## config.mk

```make
export PLATFORM = sky130hd
export DESIGN_NAME = dmem_port_arbiter
export DESIGN_NICKNAME = d
export VERILOG_FILES = /design/src/rtl/dmem_port_arbiter.sv
export SDC_FILE = /design/constraint.sdc
export NUM_CORES = 1
export LEC_CHECK = 0
export CAP_MARGIN = 15
export CORE_AREA = 4 4 49 51
export CTS_CLUSTER_DIAMETER = 30
export DETAILED_ROUTE_END_ITERATION = 12
export DIE_AREA = 0 0 53 55
export DONT_BUFFER_PORTS = 1
export GPL_TIMING_DRIVEN = 0
export PLACE_DENSITY = 0.73
export SLEW_MARGIN = 20
export SYNTH_ARGS = -nofsm -noshare
export SYNTH_HDL_FRONTEND = slang
export SYNTH_SLANG_ARGS = --single-unit
```

## constraint.sdc

```tcl
create_clock -name clk -period 1.7 [get_ports clk]
set_clock_uncertainty 0.05 [all_clocks]
set_input_delay 0.17 -clock clk [delete_from_list [all_inputs] [get_ports clk]]
set_output_delay 0.17 -clock clk [all_outputs]
set_load 0.05 [all_outputs]
```

## src/rtl/dmem_port_arbiter.sv

```systemverilog
// ---------------------------------------------------------------------------
// dmem_port_arbiter
//
// Shares the single-port data memory between the pipeline MEM stage (CPU)
// and the filter-sample DMA loader. One access per cycle; the CPU has
// default priority. The DMA is granted after MAX_WAIT consecutive denied
// cycles, and it keeps ownership for a burst of up to MAX_BURST beats.
// Read data comes back one cycle later and is steered to whichever side
// issued the read.
//
// Ports:
//   clk, rst_n                 clock, asynchronous active-low reset
//   cpu_re/we/addr/wdata       CPU load/store request (held until granted)
//   cpu_stall                  CPU request not granted this cycle
//   cpu_rvalid/rdata           CPU load data return
//   dma_req/we/addr/wdata/last DMA beat request (held until granted)
//   dma_gnt                    DMA beat consumed this cycle
//   dma_rvalid/rdata           DMA read data return
//   mem_re/we/addr/wdata       memory strobes (mux of the granted requester)
//   mem_rdata                  memory read data, valid 1 cycle after mem_re
// ---------------------------------------------------------------------------
module dmem_port_arbiter #(
    parameter int AW        = 8,
    parameter int DW        = 16,
    parameter int MAX_WAIT  = 4,
    parameter int MAX_BURST = 8
) (
    input  logic          clk,
    input  logic          rst_n,
    input  logic          cpu_re,
    input  logic          cpu_we,
    input  logic [AW-1:0] cpu_addr,
    input  logic [DW-1:0] cpu_wdata,
    output logic          cpu_stall,
    output logic          cpu_rvalid,
    output logic [DW-1:0] cpu_rdata,
    input  logic          dma_req,
    input  logic          dma_we,
    input  logic [AW-1:0] dma_addr,
    input  logic [DW-1:0] dma_wdata,
    input  logic          dma_last,
    output logic          dma_gnt,
    output logic          dma_rvalid,
    output logic [DW-1:0] dma_rdata,
    output logic          mem_re,
    output logic          mem_we,
    output logic [AW-1:0] mem_addr,
    output logic [DW-1:0] mem_wdata,
    input  logic [DW-1:0] mem_rdata
);

    localparam int WW = $clog2(MAX_WAIT + 1);
    localparam int BW = $clog2(MAX_BURST + 1);
    localparam logic [WW-1:0] WAIT_MAX  = WW'(MAX_WAIT);
    localparam logic [BW-1:0] BURST_MAX = BW'(MAX_BURST);

    typedef enum logic {CPU_PRI, DMA_BURST} state_t;
    typedef enum logic [1:0] {GNT_NONE, GNT_CPU, GNT_DMA} gnt_t;

    state_t        state;
    logic [WW-1:0] wait_cnt;
    logic [BW-1:0] burst_cnt;
    logic          rd_pend;     // a granted read is returning this cycle
    logic          rd_dma;      // owner tag of that read: 1 = DMA, 0 = CPU

    logic          cpu_acc;
    gnt_t          gnt;
    logic          rd_issue;
    logic [BW-1:0] burst_nxt;

    assign cpu_acc   = cpu_re | cpu_we;
    assign burst_nxt = burst_cnt + 1'b1;

    // Grant decision and memory mux, purely from registered state and the
    // requests presented this cycle.
    // NOTE: every signal driven here gets a default first so no path through
    // the case statement leaves one unassigned, which would infer a latch.
    always_comb begin
        gnt = GNT_NONE;
        unique case (state)
            CPU_PRI: begin
                // Once the DMA has been denied MAX_WAIT times in a row, the
                // CPU branch is closed and the DMA takes the port.
                if (cpu_acc && (wait_cnt < WAIT_MAX)) gnt = GNT_CPU;
                else if (dma_req)                     gnt = GNT_DMA;
            end
            DMA_BURST: begin
                if (dma_req)      gnt = GNT_DMA;
                else if (cpu_acc) gnt = GNT_CPU;
            end
            default: gnt = GNT_NONE;
        endcase

        mem_re    = 1'b0;
        mem_we    = 1'b0;
        mem_addr  = '0;
        mem_wdata = '0;
        if (gnt == GNT_CPU) begin
            mem_we    = cpu_we;
            mem_re    = cpu_re & ~cpu_we;   // a simultaneous re/we is a store
            mem_addr  = cpu_addr;
            mem_wdata = cpu_wdata;
        end else if (gnt == GNT_DMA) begin
            mem_we    = dma_we;
            mem_re    = ~dma_we;
            mem_addr  = dma_addr;
            mem_wdata = dma_wdata;
        end
    end

    assign cpu_stall = cpu_acc & (gnt != GNT_CPU);
    assign dma_gnt   = (gnt == GNT_DMA);
    assign rd_issue  = mem_re;

    // NOTE: sequential state uses non-blocking assignments only, so every
    // register samples the pre-edge values regardless of statement order.
    always_ff @(posedge clk or negedge rst_n) begin
        if (!rst_n) begin
            state     <= CPU_PRI;
            wait_cnt  <= '0;
            burst_cnt <= '0;
            rd_pend   <= 1'b0;
            rd_dma    <= 1'b0;
        end else begin
            rd_pend <= rd_issue;
            rd_dma  <= rd_issue & (gnt == GNT_DMA);

            unique case (state)
                CPU_PRI: begin
                    if (gnt == GNT_CPU) begin
                        // CPU branch is only open below WAIT_MAX, so this
                        // increment saturates at WAIT_MAX and never wraps.
                        if (dma_req) wait_cnt <= wait_cnt + 1'b1;
                    end else if (gnt == GNT_DMA) begin
                        wait_cnt <= '0;
                        if (!dma_last && (MAX_BURST > 1)) begin
                            state     <= DMA_BURST;
                            burst_cnt <= BW'(1);
                        end else begin
                            burst_cnt <= '0;
                        end
                    end
                end
                DMA_BURST: begin
                    if (gnt == GNT_DMA && !(dma_last || burst_nxt == BURST_MAX)) begin
                        burst_cnt <= burst_nxt;
                    end else begin
                        // Last beat, burst cap reached, or burst abandoned.
                        state     <= CPU_PRI;
                        burst_cnt <= '0;
                    end
                end
                default: state <= CPU_PRI;
            endcase
        end
    end

    // Read return: the owner sees mem_rdata, everyone else sees zero.
    assign cpu_rvalid = rd_pend & ~rd_dma;
    assign dma_rvalid = rd_pend &  rd_dma;
    assign cpu_rdata  = cpu_rvalid ? mem_rdata : '0;
    assign dma_rdata  = dma_rvalid ? mem_rdata : '0;

endmodule

```

# Word-level counts from Yosys, hierarchy flattened
# Cells that the tools add are included.
# word_totals
reg_bits,10
out_inout_bits,62
# classes
n_addsub,2
magnitude_cmp,1
n_eq_ne,7
n_mux,28
bitwise,10
n_reduce_logical,7
# op_table
op,count
$mux W16,4
$mux W8,2
$mux W4,3
$mux W1,10
$mux W3,3
$pmux W4 S2,1
$mux W2,3
$ne A2 B2 Y1 const B,3
$and A1 B1 Y1,5
$add A4 B1 Y4 const B,1
$eq A4 B4 Y1 const B,1
$not A1 Y1,4
$pmux W2 S2,1
$add A3 B1 Y3 const B,1
$lt A3 B3 Y1 const B,1
$reduce_and A3 Y1,1
$eq A2 B1 Y1 const B,1
$eq A2 B2 Y1 const B,1
$logic_and A1 B1 Y1,2
$ne A2 B1 Y1 const B,1
$pmux W1 S2,1
$reduce_and A2 Y1,1
$reduce_bool A2 Y1,1
$logic_not A1 Y1,1
2 further kinds,2

# Longest topological paths before layout
# Gate-level depths: netlist of the first run.
# depth
word_depth,8
ltp_mapped,5
depth_no_buf,5

# Worst setup path before layout of the first run
# No wires, ideal clock.
# synth_timing
kind,register to output
from,register rd_pend
to,output cpu_rdata[10]
arrival_ns,1.795
t_required_ns,1.480
setup_slack_ns,-0.315
stages_incl_launch_ff,4
path_buffers,1
cell_sequence,dfrtp_1 > nor2b_1 > clkbuf_1 > and2_1
# synth_between
elab_chain_cells,2
# synth_rtl
element,line,source
start: declaration,63,logic rd_pend;
start signal: assignment,125,rd_pend <= rd_issue;
$and A1 B1 Y1,159,assign cpu_rvalid = rd_pend & ~rd_dma;
named net cpu_rvalid,35,"output logic cpu_rvalid,"
$mux W16,161,assign cpu_rdata = cpu_rvalid ? mem_rdata : '0;
end: declaration,36,"output logic [DW-1:0] cpu_rdata,"
# The timed path passes the listed nets, and every way through them passes these cells.

# Worst setup path in the final report of the first run
# layout_timing
from,register state
to,output mem_re
# layout_between
elab_chain_cells,5
elab_cells_between_ends,6
classes_between,eq/ne: 2; mux: 3; bitwise: 1
# layout_rtl
element,line,source
start: declaration,60,state_t state;
start signal: assignment,119,state <= CPU_PRI;
start signal: assignment,137,state <= DMA_BURST;
start signal: assignment,149,state <= CPU_PRI;
$not A1 Y1 (no line),-,
$pmux W2 S2 (*),80,unique case (state)
$eq A2 B2 Y1,103,end else if (gnt == GNT_DMA) begin
$mux W1,103,
$mux W1 (*),98,if (gnt == GNT_CPU) begin
end: declaration,45,"output logic mem_re,"
# Every way passes the cells marked *; elsewhere a longest branch is shown, timed or not.

==> results.cfg, run 1 <==
[status]
status = finished with violations
violations = setup timing

[power]
vdd_drop_max_uv = 880.6
p_clk_frac = 0.105
powerDensity_mw_per_mm2 = 1279
switching_power_mw = 1.134
p_sw_frac = 0.5435
p_leak_nw = 0.7873
p_seq_frac = 0.161
p_total_mw = 2.087
p_comb_frac = 0.734
p_int_mw = 0.9526

[timing]
finalWorstSetupSlack_ps = -308.0
relSlewSlack = 0.2757
rsz0062_at_grt = true
whs_ps = 90.59
fin_crit_sh = 1.181
fin_crit_ps = 2008
setup_viol_count_final = 26
worst_pin_slew_ps = 1082
max_freq_mhz = 498.0
hold_violations = 0
fin_setup_tns_ps = -6513
drv_slew = 0

[synthesis]
yosys-top-cells-count = a22o_1 (25), and2_1 (17), and3_1 (16)
ys_seq_area_frac = 0.2378
synth_flop_cell = dfrtp_1
ys_ff_latch = 10
avgSynthCellArea_um2 = 8.286
synth_warnings = 0
async_flop_share = 1.000
synth_area_mm2 = 0.001052
syn_inst = 127
post-synth-top-count-cell = a22o_1
synth_area_leader_cell = dfrtp_1
netlist-cell-type-count = 33
synth_nets = 200
synthTopCellsByArea = dfrtp_1 (24%), a22o_1 (21%), and2_1 (10%)
synth-edff-count = 0
synth_top_cell_area_share = 0.2378

[placement]
place.detailed.hpwl_mm = 2.659
numPortBuffers = 0
placedCellCount = 154
place_congestion = 0.7768

[setup_path]
r2r_end = rd_pend$_DFF_PN0_
crit_fanout = 6
startpoint_type = flop
required_ps = 1480
crit_arrival_ps = 1790
end_kind = primary output
reg2reg_depth = 3
reg2reg_from = state$_DFF_PN0_
rrSetupSlack_ps = -80
worstSetupPathType = reg -> out

[detailed_routing]
drt-total-wl_mm = 4.310
drtIter0Drc = 32
via_per_inst = 6.879
antenna_left = 0
wl_per_cell_um = 24.91
drc = 0
vias = 1190
first_pass_iters = 4

[floorplanning]
die-area_mm2 = 0.002915
io_pins = 133
rows = 16
die_h_um = 55
die_x_um = 53
start_util = 0.5419
design.core.area_mm2 = 0.001942

[finish]
final_core_util = 0.8402
layout.cells.non_filler = 173
area_delta_synth_final_pct = 55.05
nets = 220
drive_gt1_frac = 0.5685
antenna_cells = 0

[worst_hold_path]
worstHoldPathType = in -> reg
worstHoldPathCells = 2
hold_start = dma_last
min_to = state$_DFF_PN0_

[clock_network]
cts.sinks = 10
cts_tree = yes
ctsHtreeMaxLevel = 1
clk_pin_slew_worst_paths_ps = 70
clk_latency_ps = 270
clockBufferDepth = 2
cts-buffers-inserted = 3
cts_root_buf = clkbuf_4

[grt]
grt_overflow_total = 0
grt_max_degree = 11
grt_first_pass_wirelength_mm = 4.933
grt_use_total = 0.2290
antenna_found_initial = 0
first_global_vias = 1072

[job]
drv_cap = 0
-- power groups by stage --
stage	clock network [mW]	logic (mW)	registers [mW]
finish	0.219	1.53	0.336
global route	0.237	1.59	0.345
global placement	0	1.09	0.333
detailed placement	0	1.11	0.340
CTS	0.224	1.32	0.336
floorplan	0	1.04	0.325
-- state kept, by name, summed over array words and instances (netlist names) --
signal and cells:
burst_cnt 4, rd_dma 1, rd_pend 1, state 1, wait_cnt 3
-- final cells by class --
class	count	area, um2
plain buffers	9	113.9
clock buffers	4	36.28
fillers	96	310.3
inverters	4	17.52
multi-input cells	104	1018
flip-flops and latches	10	255.2
well taps	27	33.78
repair buffers	15	156.4
-- per-layer routing --
layer | global-route usage | part of all wire | vias up
met5 | 0 | 0 | -
met4 | 0.03830 | 0.0039 | 0
met3 | 0.07507 | 0.091 | 2
met2 | 0.4236 | 0.56 | 80
met1 | 0.2603 | 0.34 | 585
li1 | - | - | 523
-- critical path: stages, from the launching register on --
cell and delay, ps:
dfrtp_2 480, nor2_4 120, a21oi_2 60, o211ai_1 850
-- kinds of logic (layout without fill, tap and decap cells) --
group	Yosys count	in the layout	synth area share
fa+ha+maj	2	2	0.02378
mux	2	2	0.02021
xor+xnor	2	2	0.01665
flops	10	10	0.2378
buf+inv	13	32	0.06420
compound gates	41	41	0.3258
simple gates	57	57	0.3115
-- worst max-delay path by stage --
stage	depth (start not counted)	endpoint	slack, ps	from
2_1_floorplan	3	cpu_rdata[10]	-50	rd_pend$_DFF_PN0_
3_3_place_gp	3	cpu_rdata[10]	-150	rd_pend$_DFF_PN0_
3_5_place_dp	3	cpu_rdata[10]	-230	rd_pend$_DFF_PN0_
4_1_cts	3	mem_re	-320	state$_DFF_PN0_
5_1_grt	3	mem_re	-350	state$_DFF_PN0_
6_report	3	mem_re	-310	state$_DFF_PN0_
-- placed cells by master, fill, tap and decap left out, types with 2 or more instances in the layout --
cell type / instances
o21ai_0: 3
inv_1: 3
and3_2: 9
a21oi_1: 2
nand2_1: 9
nor3_1: 2
nor2_4: 2
dfrtp_1: 6
and2_1: 7
clkbuf_1: 2
buf_12: 3
and3_1: 7
a22o_4: 24
nor2b_4: 2
dlygate4sd3_1: 2
clkbuf_16: 2
buf_4: 10
buf_6: 2
o22ai_1: 3
nor2_1: 2
nand2b_1: 2
dfrtp_2: 4
and2_4: 9
buf_8: 2
clkbuf_4: 3
ha_1: 2
-- timing repair --
action                                  in CTS  in global routing
hold buffers                                 2                  0
buffers inserted                             3                  8
gates resized for setup                     59                 21
pin swaps                                    5                  8
endpoints found under the setup margin      55                 53
endpoints found under the hold margin       11                  0
cloned                                       0                  2
-- per-stage QoR --
step	cell area (um2)	worst slack, ps
2_1_floorplan	1101	-48.19
3_3_place_gp	1135	-151.3
3_5_place_dp	1135	-233.1
4_1_cts	1458	-318.7
5_1_grt	1632	-352.2
6_report	1632	-308.0
No activity file was read; power rests on OpenSTA's default activity.
==> run 2: changes to the inputs <==
- CORE_AREA: 4 4 49 51 -> default
- CORE_MARGIN: default -> 4
- CORE_UTILIZATION: default -> 26
- DIE_AREA: 0 0 53 55 -> default
- DONT_BUFFER_PORTS: 1 -> default
- PLACE_DENSITY: 0.73 -> 0.87
==> run 2 against run 1 <==
Net effect: the flow still finishes with violations (setup timing); combinational power up 15%; non-clock buffer count is 129 higher; via count increased by 31%; sequential power about the same; sequential share of layout area fell by 5.9 points; clock power increased by 18%; critical path depth rose by 3; largest cell class is now buffers; clock-buffer cell count did not move; flip-flop and latch count is the same; highest routed layer unchanged; utilization is 15 points lower.
==> results.cfg, run 2 (synthesized netlist as in run 1, its figures left out) <==
[clock_network]
cts_tree = yes
clk_pin_slew_worst_paths_ps = 50
ctsHtreeMaxLevel = 1
cts.sinks = 10
cts-buffers-inserted = 3
clockBufferDepth = 2
clk_latency_ps = 240
cts_root_buf = clkbuf_8

[floorplanning]
design.core.area_mm2 = 0.003771
die_h_um = 71.62
die-area_mm2 = 0.005129
io_pins = 133
rows = 22
start_util = 0.2790
die_x_um = 71.62

[setup_path]
rrSetupSlack_ps = 260
startpoint_type = flop
crit_buf_inv = 3
cp_slowest_cell = dfrtp_2
end_kind = primary output
crit_family = flip-flops
cp_cell_sequence = mux2i_1, nor2b_2, buf_6, buf_8, a22o_2, buf_8
crit_fanout = 10
reg2reg_from = state$_DFF_PN0_
r2r_end = burst_cnt[0]$_DFFE_PN0P_
required_ps = 1480
worstSetupPathType = reg -> out
critPathMostFrequentCell = buf_8
slowest_delay_ps = 450
crit_arrival_ps = 1660
crit_start = state$_DFF_PN0_
reg2reg_depth = 5

[timing]
fin_crit_ps = 1883
relSlewSlack = 0.6638
setup_viol_count_final = 25
whs_ps = 199.6
drv_slew = 0
rsz0062_at_grt = true
fin_crit_sh = 1.108
worst_pin_slew_ps = 506.3
hold_violations = 0
max_freq_mhz = 531.1
finalWorstSetupSlack_ps = -182.9

[detailed_routing]
first_pass_iters = 4
drt-total-wl_mm = 4.766
drtIter0Drc = 66
drc = 0
wl_per_cell_um = 14.76
vias = 1563
via_per_inst = 4.839
antenna_left = 0

[placement]
placedCellCount = 307
post-place-ws_ps = -1029
numPortBuffers = 132
place_congestion = 0.8480
place.detailed.hpwl_mm = 3.796

[finish]
regMostFlops = burst_cnt
area_delta_synth_final_pct = 147.8
final_cell_mix = clkdlybuf4s50_1 (67), buf_6 (26), buf_4 (20)
antenna_cells = 0
fill_cells = 293
final_common_cell = clkdlybuf4s50_1
largest_reg_flops = 4
drive_gt1_frac = 0.4436
layout.cells.non_filler = 323
reg_top3 = burst_cnt (4), wait_cnt (3)
nets = 349

[grt]
first_global_vias = 1552
grt_first_pass_wirelength_mm = 7.058
grt_max_degree = 11
grt_use_total = 0.1682
grt_overflow_total = 0
antenna_found_initial = 0

[power]
vdd_drop_max_uv = 703.2
p_leak_nw = 1.306
switching_power_mw = 1.158
p_sw_frac = 0.4912
powerDensity_mw_per_mm2 = 904.4
p_total_mw = 2.358
p_int_mw = 1.200
p_clk_frac = 0.110
p_seq_frac = 0.142
p_comb_frac = 0.748

[status]
status = finished with violations
violations = setup timing

[worst_hold_path]
worstHoldPathType = in -> async

[job]
drv_cap = 0
run 2: worst register-to-register path, stage by stage (launching register included):
cell      delay [ps]
dfrtp_2          450
o31ai_4          280
inv_2            110
buf_4            150
nand2b_1         130
o221ai_1         130
run 2: worst max path at each step:
stage | end | slack, ps | cells past startpoint
global route | mem_wdata[10] | -280 | 6
floorplan | cpu_rdata[10] | -50 | 3
detailed placement | mem_addr[1] | -1030 | 7
CTS | mem_addr[4] | -200 | 5
global placement | mem_wdata[10] | -1020 | 7
finish | mem_addr[4] | -180 | 6
run 2: area by class of cell:
type / instances / area (um2) / share of cell area
Buffer: 9 / 86.33 / 0.03311
Clock buffer: 4 / 45.04 / 0.01727
Inverter: 4 / 15.01 / 0.005758
Multi-Input combinational cell: 104 / 794.5 / 0.3047
Sequential cell: 10 / 255.2 / 0.09789
Tap cell: 48 / 60.06 / 0.02303
Timing Repair Buffer: 144 / 1351 / 0.5182
run 2: power by group through the flow:
| stage | clock network [mW] | logic (mW) | registers, mW |
|---|---|---|---|
| 4_1_cts | 0.268 | 1.68 | 0.333 |
| 3_3_place_gp | 0 | 1.60 | 0.334 |
| 6_report | 0.259 | 1.76 | 0.336 |
| 3_5_place_dp | 0 | 1.62 | 0.336 |
| 2_1_floorplan | 0 | 1.04 | 0.325 |
| 5_1_grt | 0.286 | 1.85 | 0.341 |
run 2: metrics by stage:
step,setup TNS [ps],area (um2),utilization
2_1_floorplan,-93.19,1101,-
3_3_place_gp,-36420,2482,0.6583
3_5_place_dp,-37610,2482,0.6583
4_1_cts,-3939,2570,0.6815
5_1_grt,-6480,2608,0.6914
6_report,-4047,2608,0.6914
run 2: timing repair:
item	4_1_cts	5_1_grt
pin swaps	2	2
hold buffers	0	0
gates resized for setup	325	35
setup endpoints to repair	62	61
setup buffers	4	8
run 2: routing by layer:
layer,global-route usage,vias up,share of wire
met5,0,-,0
met4,0.03758,0,0.0065
met3,0.04909,3,0.097
met2,0.3092,82,0.51
li1,-,774,-
met1,0.1899,704,0.39
